--- config.mk ---
export PLATFORM = sky130hd
export DESIGN_NAME = alu_op_sequencer
export DESIGN_NICKNAME = d
export VERILOG_FILES = /design/src/rtl/alu_pkg.sv /design/src/rtl/muldiv_iter.sv /design/src/rtl/alu_op_sequencer.sv
export SDC_FILE = /design/constraint.sdc
export NUM_CORES = 1
export LEC_CHECK = 0
export ABC_AREA = 1
export ABC_CLOCK_PERIOD_IN_PS = 6700
export CORE_MARGIN = 2
export CORE_UTILIZATION = 40
export DETAILED_ROUTE_END_ITERATION = 8
export PLACE_DENSITY_LB_ADDON = 0.2
export SLEW_MARGIN = 40
export SYNTH_ARGS = -nofsm -noshare
export SYNTH_HDL_FRONTEND = slang
export SYNTH_HIERARCHICAL = 1
export SYNTH_SLANG_ARGS = --single-unit
--- constraint.sdc ---
create_clock -name clk -period 6.7 [get_ports clk]
set_input_delay 1.34 -clock clk [delete_from_list [all_inputs] [get_ports clk]]
set_output_delay 1.34 -clock clk [all_outputs]
set_load 0.05 [all_outputs]
--- src/rtl/alu_pkg.sv ---
// Shared constants for the ALU control sequencer: ALU op codes, controller
// op classes, R-type function codes and the mult/div FSM state encoding.
package alu_pkg;

   localparam logic [2:0] ALU_ADD = 3'b010;
   localparam logic [2:0] ALU_SUB = 3'b110;
   localparam logic [2:0] ALU_AND = 3'b000;
   localparam logic [2:0] ALU_OR  = 3'b001;
   localparam logic [2:0] ALU_SLT = 3'b111;

   localparam logic [1:0] ALUOP_ADD   = 2'b00;
   localparam logic [1:0] ALUOP_SUB   = 2'b01;
   localparam logic [1:0] ALUOP_RTYPE = 2'b10;
   localparam logic [1:0] ALUOP_SLT   = 2'b11;

   localparam logic [5:0] FUNC_ADD   = 6'b100000;
   localparam logic [5:0] FUNC_ADDU  = 6'b100001;
   localparam logic [5:0] FUNC_SUB   = 6'b100010;
   localparam logic [5:0] FUNC_AND   = 6'b100100;
   localparam logic [5:0] FUNC_OR    = 6'b100101;
   localparam logic [5:0] FUNC_SLT   = 6'b101010;
   localparam logic [5:0] FUNC_MULT  = 6'b011000;
   localparam logic [5:0] FUNC_MULTU = 6'b011001;
   localparam logic [5:0] FUNC_DIV   = 6'b011010;
   localparam logic [5:0] FUNC_DIVU  = 6'b011011;

   typedef enum logic [1:0] {
      IDLE = 2'b00,
      RUN  = 2'b01,
      FIX  = 2'b10
   } state_t;

   // The four mult/div codes share the 0110xx prefix.
   function automatic logic is_muldiv(input logic [5:0] f);
      return (f[5:2] == 4'b0110);
   endfunction

   // Within the mult/div group, bit 0 clear selects the signed variant.
   function automatic logic is_signed_op(input logic [5:0] f);
      return ~f[0];
   endfunction

endpackage

--- src/rtl/muldiv_iter.sv ---
// Iterative shift-add multiplier / restoring divider on operand magnitudes,
// with the sign correction and divide-by-zero override applied on the result.
module muldiv_iter
   import alu_pkg::*;
#(
   parameter int WIDTH = 32,
   parameter int CNT_W = $clog2(WIDTH + 1)
) (
   input  logic             clk,
   input  logic             rst,
   input  logic             load,
   input  logic             step,
   input  logic             is_div,
   input  logic             is_signed,
   input  logic [WIDTH-1:0] a,
   input  logic [WIDTH-1:0] b,
   output logic             last,
   output logic [WIDTH-1:0] res_hi,
   output logic [WIDTH-1:0] res_lo,
   output logic             dbz
);

   logic [CNT_W-1:0]   cnt_r;
   logic [WIDTH-1:0]   acc_r;
   logic [WIDTH-1:0]   mq_r;
   logic [WIDTH-1:0]   dvs_r;
   logic [WIDTH-1:0]   a_raw_r;
   logic               div_r;
   logic               neg_a_r;
   logic               neg_b_r;
   logic               b_zero_r;

   logic               neg_a_s;
   logic               neg_b_s;
   logic [WIDTH-1:0]   a_mag_s;
   logic [WIDTH-1:0]   b_mag_s;
   logic [WIDTH:0]     mul_sum_s;
   logic [WIDTH:0]     div_shift_s;
   logic [WIDTH:0]     div_diff_s;
   logic               div_ge_s;
   logic [WIDTH-1:0]   div_rem_s;
   logic [2*WIDTH-1:0] prod_s;
   logic [2*WIDTH-1:0] prod_neg_s;
   logic [WIDTH-1:0]   quo_neg_s;
   logic [WIDTH-1:0]   rem_neg_s;

   assign neg_a_s = is_signed & a[WIDTH-1];
   assign neg_b_s = is_signed & b[WIDTH-1];
   assign a_mag_s = neg_a_s ? ({WIDTH{1'b0}} - a) : a;
   assign b_mag_s = neg_b_s ? ({WIDTH{1'b0}} - b) : b;

   assign mul_sum_s = {1'b0, acc_r} + (mq_r[0] ? {1'b0, dvs_r} : {(WIDTH+1){1'b0}});

   // A trial subtraction that borrows out of the top bit means the divisor did not fit.
   assign div_shift_s = {acc_r, mq_r[WIDTH-1]};
   assign div_diff_s  = div_shift_s - {1'b0, dvs_r};
   assign div_ge_s    = ~div_diff_s[WIDTH];
   assign div_rem_s   = div_ge_s ? div_diff_s[WIDTH-1:0] : div_shift_s[WIDTH-1:0];

   assign last = step & (cnt_r == CNT_W'(WIDTH - 1));

   // Operand capture on accept, then one multiply or divide iteration per step.
   always_ff @(posedge clk or posedge rst) begin
      if (rst) begin
         cnt_r    <= {CNT_W{1'b0}};
         acc_r    <= {WIDTH{1'b0}};
         mq_r     <= {WIDTH{1'b0}};
         dvs_r    <= {WIDTH{1'b0}};
         a_raw_r  <= {WIDTH{1'b0}};
         div_r    <= 1'b0;
         neg_a_r  <= 1'b0;
         neg_b_r  <= 1'b0;
         b_zero_r <= 1'b0;
      end else if (load) begin
         cnt_r    <= {CNT_W{1'b0}};
         acc_r    <= {WIDTH{1'b0}};
         mq_r     <= a_mag_s;
         dvs_r    <= b_mag_s;
         a_raw_r  <= a;
         div_r    <= is_div;
         neg_a_r  <= neg_a_s;
         neg_b_r  <= neg_b_s;
         b_zero_r <= (b == {WIDTH{1'b0}});
      end else if (step) begin
         cnt_r <= cnt_r + {{(CNT_W-1){1'b0}}, 1'b1};
         if (div_r) begin
            acc_r <= div_rem_s;
            mq_r  <= {mq_r[WIDTH-2:0], div_ge_s};
         end else begin
            acc_r <= mul_sum_s[WIDTH:1];
            mq_r  <= {mul_sum_s[0], mq_r[WIDTH-1:1]};
         end
      end
   end

   assign prod_s     = {acc_r, mq_r};
   assign prod_neg_s = {(2*WIDTH){1'b0}} - prod_s;
   assign quo_neg_s  = {WIDTH{1'b0}} - mq_r;
   assign rem_neg_s  = {WIDTH{1'b0}} - acc_r;

   // Sign correction; a zero divisor overrides everything and ignores signedness.
   always_comb begin
      res_hi = acc_r;
      res_lo = mq_r;
      dbz    = 1'b0;
      if (div_r) begin
         if (b_zero_r) begin
            res_hi = a_raw_r;
            res_lo = {WIDTH{1'b1}};
            dbz    = 1'b1;
         end else begin
            res_lo = (neg_a_r ^ neg_b_r) ? quo_neg_s : mq_r;
            res_hi = neg_a_r ? rem_neg_s : acc_r;
         end
      end else begin
         if (neg_a_r ^ neg_b_r) begin
            {res_hi, res_lo} = prod_neg_s;
         end else begin
            {res_hi, res_lo} = prod_s;
         end
      end
   end

endmodule

--- src/rtl/alu_op_sequencer.sv ---
// ALU control decode plus the start/busy/done handshake and HI/LO registers
// for the iterative multiply/divide unit.
module alu_op_sequencer
   import alu_pkg::*;
#(
   parameter int WIDTH = 32,
   parameter int CNT_W = $clog2(WIDTH + 1)
) (
   input  logic             clk,
   input  logic             rst,
   input  logic [1:0]       alu_op,
   input  logic [5:0]       func,
   input  logic             start,
   input  logic [WIDTH-1:0] a,
   input  logic [WIDTH-1:0] b,
   output logic [2:0]       alu_operation,
   output logic             illegal,
   output logic             busy,
   output logic             done,
   output logic [WIDTH-1:0] hi,
   output logic [WIDTH-1:0] lo,
   output logic             div_by_zero
);

   if (WIDTH < 4) begin : g_width_check
      $error("alu_op_sequencer: WIDTH must be at least 4");
   end

   state_t           state_r;
   state_t           state_nx_s;
   logic             accept_s;
   logic             step_s;
   logic             last_s;
   logic [WIDTH-1:0] res_hi_s;
   logic [WIDTH-1:0] res_lo_s;
   logic             res_dbz_s;
   logic             busy_r;
   logic             done_r;
   logic             dbz_r;
   logic [WIDTH-1:0] hi_r;
   logic [WIDTH-1:0] lo_r;

   // Combinational op decode, independent of the mult/div state.
   always_comb begin
      alu_operation = ALU_ADD;
      illegal       = 1'b0;
      case (alu_op)
         ALUOP_ADD: alu_operation = ALU_ADD;
         ALUOP_SUB: alu_operation = ALU_SUB;
         ALUOP_SLT: alu_operation = ALU_SLT;
         ALUOP_RTYPE: begin
            case (func)
               FUNC_ADD:            alu_operation = ALU_ADD;
               FUNC_SUB:            alu_operation = ALU_SUB;
               FUNC_ADDU, FUNC_AND: alu_operation = ALU_AND;
               FUNC_OR:             alu_operation = ALU_OR;
               FUNC_SLT:            alu_operation = ALU_SLT;
               FUNC_MULT, FUNC_MULTU, FUNC_DIV, FUNC_DIVU:
                                    alu_operation = ALU_ADD;
               default: begin
                  alu_operation = ALU_ADD;
                  illegal       = 1'b1;
               end
            endcase
         end
         default: alu_operation = ALU_ADD;
      endcase
   end

   assign accept_s = start & (state_r == IDLE) & (alu_op == ALUOP_RTYPE) & is_muldiv(func);
   assign step_s   = (state_r == RUN);

   // FSM state register.
   always_ff @(posedge clk or posedge rst) begin
      if (rst) begin
         state_r <= IDLE;
      end else begin
         state_r <= state_nx_s;
      end
   end

   // FSM next-state logic.
   always_comb begin
      state_nx_s = state_r;
      case (state_r)
         IDLE: begin
            if (accept_s) begin
               state_nx_s = RUN;
            end else begin
               state_nx_s = IDLE;
            end
         end
         RUN: begin
            if (last_s) begin
               state_nx_s = FIX;
            end else begin
               state_nx_s = RUN;
            end
         end
         FIX:     state_nx_s = IDLE;
         default: state_nx_s = IDLE;
      endcase
   end

   muldiv_iter #(
      .WIDTH (WIDTH),
      .CNT_W (CNT_W)
   ) u_muldiv_iter (
      .clk       (clk),
      .rst       (rst),
      .load      (accept_s),
      .step      (step_s),
      .is_div    (func[1]),
      .is_signed (is_signed_op(func)),
      .a         (a),
      .b         (b),
      .last      (last_s),
      .res_hi    (res_hi_s),
      .res_lo    (res_lo_s),
      .dbz       (res_dbz_s)
   );

   // Handshake flags and HI/LO; HI/LO only ever change when leaving FIX.
   always_ff @(posedge clk or posedge rst) begin
      if (rst) begin
         busy_r <= 1'b0;
         done_r <= 1'b0;
         dbz_r  <= 1'b0;
         hi_r   <= {WIDTH{1'b0}};
         lo_r   <= {WIDTH{1'b0}};
      end else begin
         done_r <= 1'b0;
         if (state_r == FIX) begin
            busy_r <= 1'b0;
            done_r <= 1'b1;
            dbz_r  <= res_dbz_s;
            hi_r   <= res_hi_s;
            lo_r   <= res_lo_s;
         end else if (accept_s) begin
            busy_r <= 1'b1;
            dbz_r  <= 1'b0;
         end
      end
   end

   assign busy        = busy_r;
   assign done        = done_r;
   assign div_by_zero = dbz_r;
   assign hi          = hi_r;
   assign lo          = lo_r;

endmodule

==> impl_metrics.ini, run 1 <==
[status]
run_status = finished, final reports clean

[power]
total_power_mw = 9.29
power.share.clock_pct = 16.3
powerDensity_nw_per_um2 = 420
cellLeakagePower_nw = 11.4
pwr-share-comb_pct = 58.1
p_sw_share_pct = 54.6
p_switching_mw = 5.07
p_seq_share_pct = 25.6
ir_worst_vdd_uv = 242
p_int_mw = 4.22

[sta]
fin_crit_sh_pct = 69.2
max_freq_mhz = 216
rsz0062_at_grt = false
setup_viol = 0
finalClockSkew_ns = 0.0192
holdWs_ns = 0.469
drv_slew = 0
final.min_clock_period_ns = 4.64
final_hold_viol_count = 0
worst_pin_slew_ns = 0.850
fin_setup_tns_ns = 0
relSlewSlack_pct = 43.0

[logic_synthesis]
synth_seq_cells = 207
ys_seq_area_share_pct = 26.7
synth_nets = 3378
synth_ff_type = dfrtp_1
yosys_warnings = 6
synth.avg_cell_area_um2 = 5.99
synthCells = 3232
synth_edf_count = 0
syn_area_um2 = 19400
synth_cell_type_count = 54
async_flop_share_pct = 100

[clock_tree]
cts_root_buf = clkbuf_16
cts_sinks = 207
clk_latency_ns = 0.58
post_cts_buffers = 0
cts_hold_buf = 0
cts_max_path_buffers = 3
cts_resized = 0
cts_buffers = 27
cts_max_level = 1
path_clk_slew_ns = 0.06
cts_tree = built

[floorplanning]
rows = 80
ios = 146
fp.dieArea_um2 = 50200
die_w_um = 224
die_h_um = 224
core-area_um2 = 47700
initial_core_util_pct = 40.6

[global_routing]
grt.total_usage_pct = 30.7
grt_overflow = 0
antenna_found_initial = 2
grt_pass1_vias = 19400
grt_max_degree = 81
grt_pass1_wl_um = 119000

[setup_path]
reg2reg_slack_ns = 3.49
critPathMaxFanout = 3
slowest_stage = clkdlybuf4s50_1
max_stage_delay_ns = 0.80
arrival_ns = 3.30
start_kind = input port
crit_chain = clkdlybuf4s50_1 > inv_1 > nor2_1 > nor3b_1 > nor2_1 > nand2_1 > clkdlybuf4s50_1
critPathCaptureType = primary output
crit_required_ns = 5.36
path_class = input port to primary output

[detailed_routing]
routed_wl_um = 78800
drc = 0
first_iter_violations = 2606
via_per_inst = 5.50
wire_per_inst_um = 20.0
ant_nets = 0
dr.pass1.iters = 6
vias = 21700

[worst_hold_path]
hold_path_class = flop to flop

[placement]
gp_congestion = 0.973
post-place-cells = 3900
portBuffers = 145
dpl.hpwl_um = 62600

[layout]
syn_to_final_growth_pct = 14.4
layout-drive-gt1-share_pct = 4.53
stdcell_count = 3947
diodes = 0
fillCellCount = 5062
final_nets = 3460

[flow_run]
drv_cap = 0
## registers in the layout, summed over array words and instances, names as in the netlist
name	count
busy	1
div_by_zero	1
done	1
hi	32
lo	32
state_r	2
u_muldiv_iter/a_raw_r	32
u_muldiv_iter/acc_r	32
u_muldiv_iter/b_zero_r	1
u_muldiv_iter/cnt_r	6
u_muldiv_iter/div_r	1
u_muldiv_iter/dvs_r	32
u_muldiv_iter/mq_r	32
u_muldiv_iter/neg_a_r	1
u_muldiv_iter/neg_b_r	1
## cell families after synthesis
kind of cell | synth area share, %
simple gates | 39.3
buf+inv | 11.3
compound gates | 14.9
flops | 26.7
fa+ha+maj | 4.66
xor+xnor | 3.12
## per-layer routing
| metal | vias up | global-route usage [%] | routed length [um] |
|---|---|---|---|
| li1 | 10500 | - | - |
| met1 | 10000 | 49.3 | 37800 |
| met2 | 1069 | 41.3 | 30100 |
| met3 | 105 | 5.78 | 8940 |
| met4 | 2 | 7.44 | 1910 |
| met5 | - | 0 | 13 |
## Yosys cell counts (5+ instances only)
cell type / instances / share of area (%)
a21o_1: 5 / 0.19
buf_1: 12 / 0.23
nand3_2: 14 / 0.72
nor2_2: 11 / 0.36
or2_2: 14 / 0.45
o21ai_1: 16 / 0.41
xnor2_1: 15 / 0.68
o21bai_1: 7 / 0.27
o21ai_0: 269 / 7.0
o221ai_1: 5 / 0.23
o211ai_1: 14 / 0.54
inv_2: 8 / 0.16
nand4_1: 38 / 1.2
ha_1: 69 / 4.5
nand2_1: 1101 / 21
xor2_1: 54 / 2.4
nor3_1: 43 / 1.1
a31oi_1: 7 / 0.23
a221oi_1: 10 / 0.45
buf_2: 19 / 0.49
inv_1: 435 / 8.4
dfrtp_1: 207 / 27
nand2_2: 19 / 0.61
a21oi_1: 175 / 4.5
nor2_1: 289 / 5.6
nand3_1: 227 / 5.9
nand3b_1: 14 / 0.54
nand2_4: 5 / 0.29
o21a_1: 5 / 0.19
buf_4: 5 / 0.19
clkbuf_1: 66 / 1.3
## cell usage in the layout (no fill, tap or decap), types with 6 or more instances in the layout
cell	netlist	final
xor2_1	54	54
clkbuf_1	66	6
o211ai_1	14	14
inv_2	8	8
clkdlybuf4s50_1	0	145
a31oi_1	7	7
nand3b_1	14	14
inv_1	435	431
or2_2	14	14
a221oi_1	10	10
o21ai_0	269	269
o21bai_1	7	7
ha_1	69	69
nand2_1	1101	1101
buf_4	5	13
nand3_1	227	227
nand4_1	38	38
o21ai_1	16	16
clkbuf_16	0	27
dfrtp_1	207	206
nand2_2	19	19
xnor2_1	15	15
a21oi_1	175	175
nor2_2	11	11
nand3_2	14	14
nor2_1	289	288
nor3_1	43	43
## critical path: cells and delay by family
family | cells | cell delay [ns]
buf+inv | 3 | 1.39
simple gates | 4 | 0.56
## path summary, 6_finish.rpt
| check | from | endpoint | depth (start not counted) |
|---|---|---|---|
| max | func[1] | alu_operation[1] | 7 |
| min | hi[20]$_DFFE_PP0P_ | hi[20]$_DFFE_PP0P_ | 2 |
| max reg2reg | u_muldiv_iter/acc_r[24]$_DFFE_PP0P_ | u_muldiv_iter/acc_r[6]$_DFFE_PP0P_ | 15 |
| min reg2reg | hi[20]$_DFFE_PP0P_ | hi[20]$_DFFE_PP0P_ | 2 |
| max in group asynchronous | rst | u_muldiv_iter/div_r$_DFFE_PP0P_ | 3 |
| min in group asynchronous | rst | u_muldiv_iter/mq_r[13]$_DFFE_PP0P_ | 2 |
## through the flow
step           setup WS [ns]  cell area, um^2  utilization (%)
2_1_floorplan           1.66            19400                -
3_3_place_gp            2.07            21200             44.4
3_5_place_dp            2.04            21200             44.5
4_1_cts                 2.05            22100             46.4
5_1_grt                 1.90            22200             46.4
6_report                2.06            22200             46.4
## power by group through the flow
stage / clock [mW] / sequential [mW] / combinational (mW)
after floorplan: 0 / 2.42 / 3.39
after global placement: 0 / 2.35 / 5.21
after detailed placement: 0 / 2.36 / 5.26
after CTS: 1.54 / 2.34 / 5.29
after global routing: 1.58 / 2.40 / 5.92
final: 1.51 / 2.38 / 5.40
## cell type report
cell class                 count  area (um^2)  share of cell area, %
inverter                     445         1680                   7.60
clock inverter                 9          150                  0.678
tap                          615          769                   3.47
timing repair buffer         161         1580                   7.15
clock buffer                  38          767                   3.46
sequential                   207         5180                   23.4
multi-input combinational   2472        12000                   54.2
Power figures use the tool's default switching activity.
==> run 2, diff against run 1 <==
--- a/config.mk
+++ b/config.mk
@@ -6,7 +6,7 @@
 export NUM_CORES = 1
 export LEC_CHECK = 0
 export ABC_AREA = 1
-export ABC_CLOCK_PERIOD_IN_PS = 6700
+export ABC_CLOCK_PERIOD_IN_PS = 3800
 export CORE_MARGIN = 2
 export CORE_UTILIZATION = 40
 export DETAILED_ROUTE_END_ITERATION = 8
==> constraint.sdc (replaced) <==
create_clock -name clk -period 3.8 [get_ports clk]
set_input_delay 0.76 -clock clk [delete_from_list [all_inputs] [get_ports clk]]
set_output_delay 0.76 -clock clk [all_outputs]
set_load 0.05 [all_outputs]
==> impl_metrics.ini, run 2 (same netlist as run 1, synthesis figures left out) <==
[status]
run_status = finished, final reports clean

[layout]
final_nets = 3484
final_core_util_pct = 46.9
ff_latch_area_um2 = 5180
syn_to_final_growth_pct = 15.5
multi_input_area_um2 = 12000
layout-drive-gt1-share_pct = 5.54
diodes = 0
final_cell_mix = 1101 x nand2_1, 431 x inv_1, 288 x nor2_1, 269 x o21ai_0, 227 x nand3_1
fillCellCount = 5116
final_common_cell = nand2_1
postLayoutCellArea_um2 = 22400

[power]
power.share.clock_pct = 15.6
p_sw_share_pct = 54.9
powerDensity_nw_per_um2 = 737
p_switching_mw = 9.05
pwr-share-comb_pct = 60.0
ir_worst_vdd_uv = 408
p_seq_share_pct = 24.4
p_int_mw = 7.44
cellLeakagePower_nw = 11.5

[setup_path]
critPathMaxFanout = 25
path_class = flop to flop
start_kind = flop
critPathCaptureType = flop
crit_required_ns = 4.25
crit_end = u_muldiv_iter/acc_r[8]$_DFFE_PP0P_
reg2reg_to = u_muldiv_iter/acc_r[8]$_DFFE_PP0P_
ff2ff_path_depth = 13
r2r_start = u_muldiv_iter/acc_r[19]$_DFFE_PP0P_
startpoint = u_muldiv_iter/acc_r[19]$_DFFE_PP0P_
arrival_ns = 3.48
reg2reg_slack_ns = 0.77

[sta]
setup_viol = 0
max_freq_mhz = 330
rsz0062_at_grt = false
fin_crit_sh_pct = 79.7
finalClockSkew_ns = 0.0155
relSlewSlack_pct = 45.8
worst_pin_slew_ns = 0.806
final_hold_viol_count = 0
drv_slew = 0
fin_setup_tns_ns = 0
holdWs_ns = 0.471
worst_slack_ns = 0.772
final.min_clock_period_ns = 3.03

[detailed_routing]
vias = 21800
wire_per_inst_um = 20.3
routed_wl_um = 80600
dr.pass1.iters = 8
drc = 0
ant_nets = 0
first_iter_violations = 2703
via_per_inst = 5.49

[worst_hold_path]
hold_path_class = flop to flop

[placement]
portBuffers = 145
gp_congestion = 0.990
place_area_um2 = 21500
dpl.hpwl_um = 64500
dp_slack_ns = 0.590

[global_routing]
grt_max_degree = 68
grt_pass1_wl_um = 122000
grt_overflow = 0
antenna_found_initial = 1
grt.total_usage_pct = 31.7
grt_pass1_vias = 19900

[clock_tree]
cts_max_level = 1
cts_max_path_buffers = 3
post_cts_buffers = 0
clk_latency_ns = 0.56
cts_root_buf = clkbuf_16
path_clk_slew_ns = 0.06
cts_tree = built
cts_resized = 0
cts_hold_buf = 0
cts_buffers = 26
cts_sinks = 207

[floorplanning]
rows = 80
ios = 146
fp.dieArea_um2 = 50200
core-area_um2 = 47700
die_h_um = 224
die_w_um = 224
initial_core_util_pct = 40.6

[flow_run]
drv_cap = 0
run 2: worst min path at each step:
stage	from	endpoint	slack [ns]	cells past startpoint
5_1_grt	lo[8]$_DFFE_PP0P_	lo[8]$_DFFE_PP0P_	0.49	2
3_3_place_gp	u_muldiv_iter/cnt_r[4]$_DFFE_PP0P_	u_muldiv_iter/cnt_r[4]$_DFFE_PP0P_	0.45	1
4_1_cts	u_muldiv_iter/cnt_r[4]$_DFFE_PP0P_	u_muldiv_iter/cnt_r[4]$_DFFE_PP0P_	0.47	1
3_5_place_dp	hi[0]$_DFFE_PP0P_	hi[0]$_DFFE_PP0P_	0.46	2
6_report	hi[0]$_DFFE_PP0P_	hi[0]$_DFFE_PP0P_	0.47	2
2_1_floorplan	u_muldiv_iter/cnt_r[4]$_DFFE_PP0P_	u_muldiv_iter/cnt_r[4]$_DFFE_PP0P_	0.43	1
run 2: cell type report:
| cell class | count | share of cell area [%] |
|---|---|---|
| multi-input cells | 2472 | 53.7 |
| flip-flops and latches | 207 | 23.2 |
| repair buffers | 186 | 8.24 |
| inverters | 445 | 7.50 |
| well taps | 615 | 3.44 |
| clock buffers | 32 | 3.23 |
| clock inverters | 16 | 0.732 |
run 2: critical path: stages, from the launching register on:
cell and delay [ns]:
dfrtp_1 0.73, ha_1 0.39, nand2_1 0.18, nor2_1 0.10, nand2_1 0.08, nand2_1 0.10, a21oi_4 0.27, nand2_4 0.10
nand2_4 0.14, nand2_8 0.20, nor2_1 0.37, nand2_1 0.10, nand3b_1 0.09, nand2_1 0.05
run 2: power by group through the flow:
stage	logic, mW	registers, mW	clock network (mW)
floorplan	5.97	4.27	0
global placement	9.57	3.98	0
detailed placement	9.64	3.99	0
CTS	9.68	3.96	2.62
finish	9.89	4.02	2.58
global route	10.9	4.07	2.70
run 2: metal layers:
layer,vias to the layer above,track usage [%],part of all wire [%]
met3,87,5.78,11
met1,10100,50.7,48
li1,10500,-,-
met5,-,0,0.012
met2,1044,42.8,38
met4,2,7.81,2.4
run 2: through the flow:
stage / instances / total power, mW
floorplan: 3232 / 10.2
detailed placement: 3925 / 13.6
global route: 3973 / 17.6
global placement: 3924 / 13.5
CTS: 3973 / 16.3
finish: 3973 / 16.5
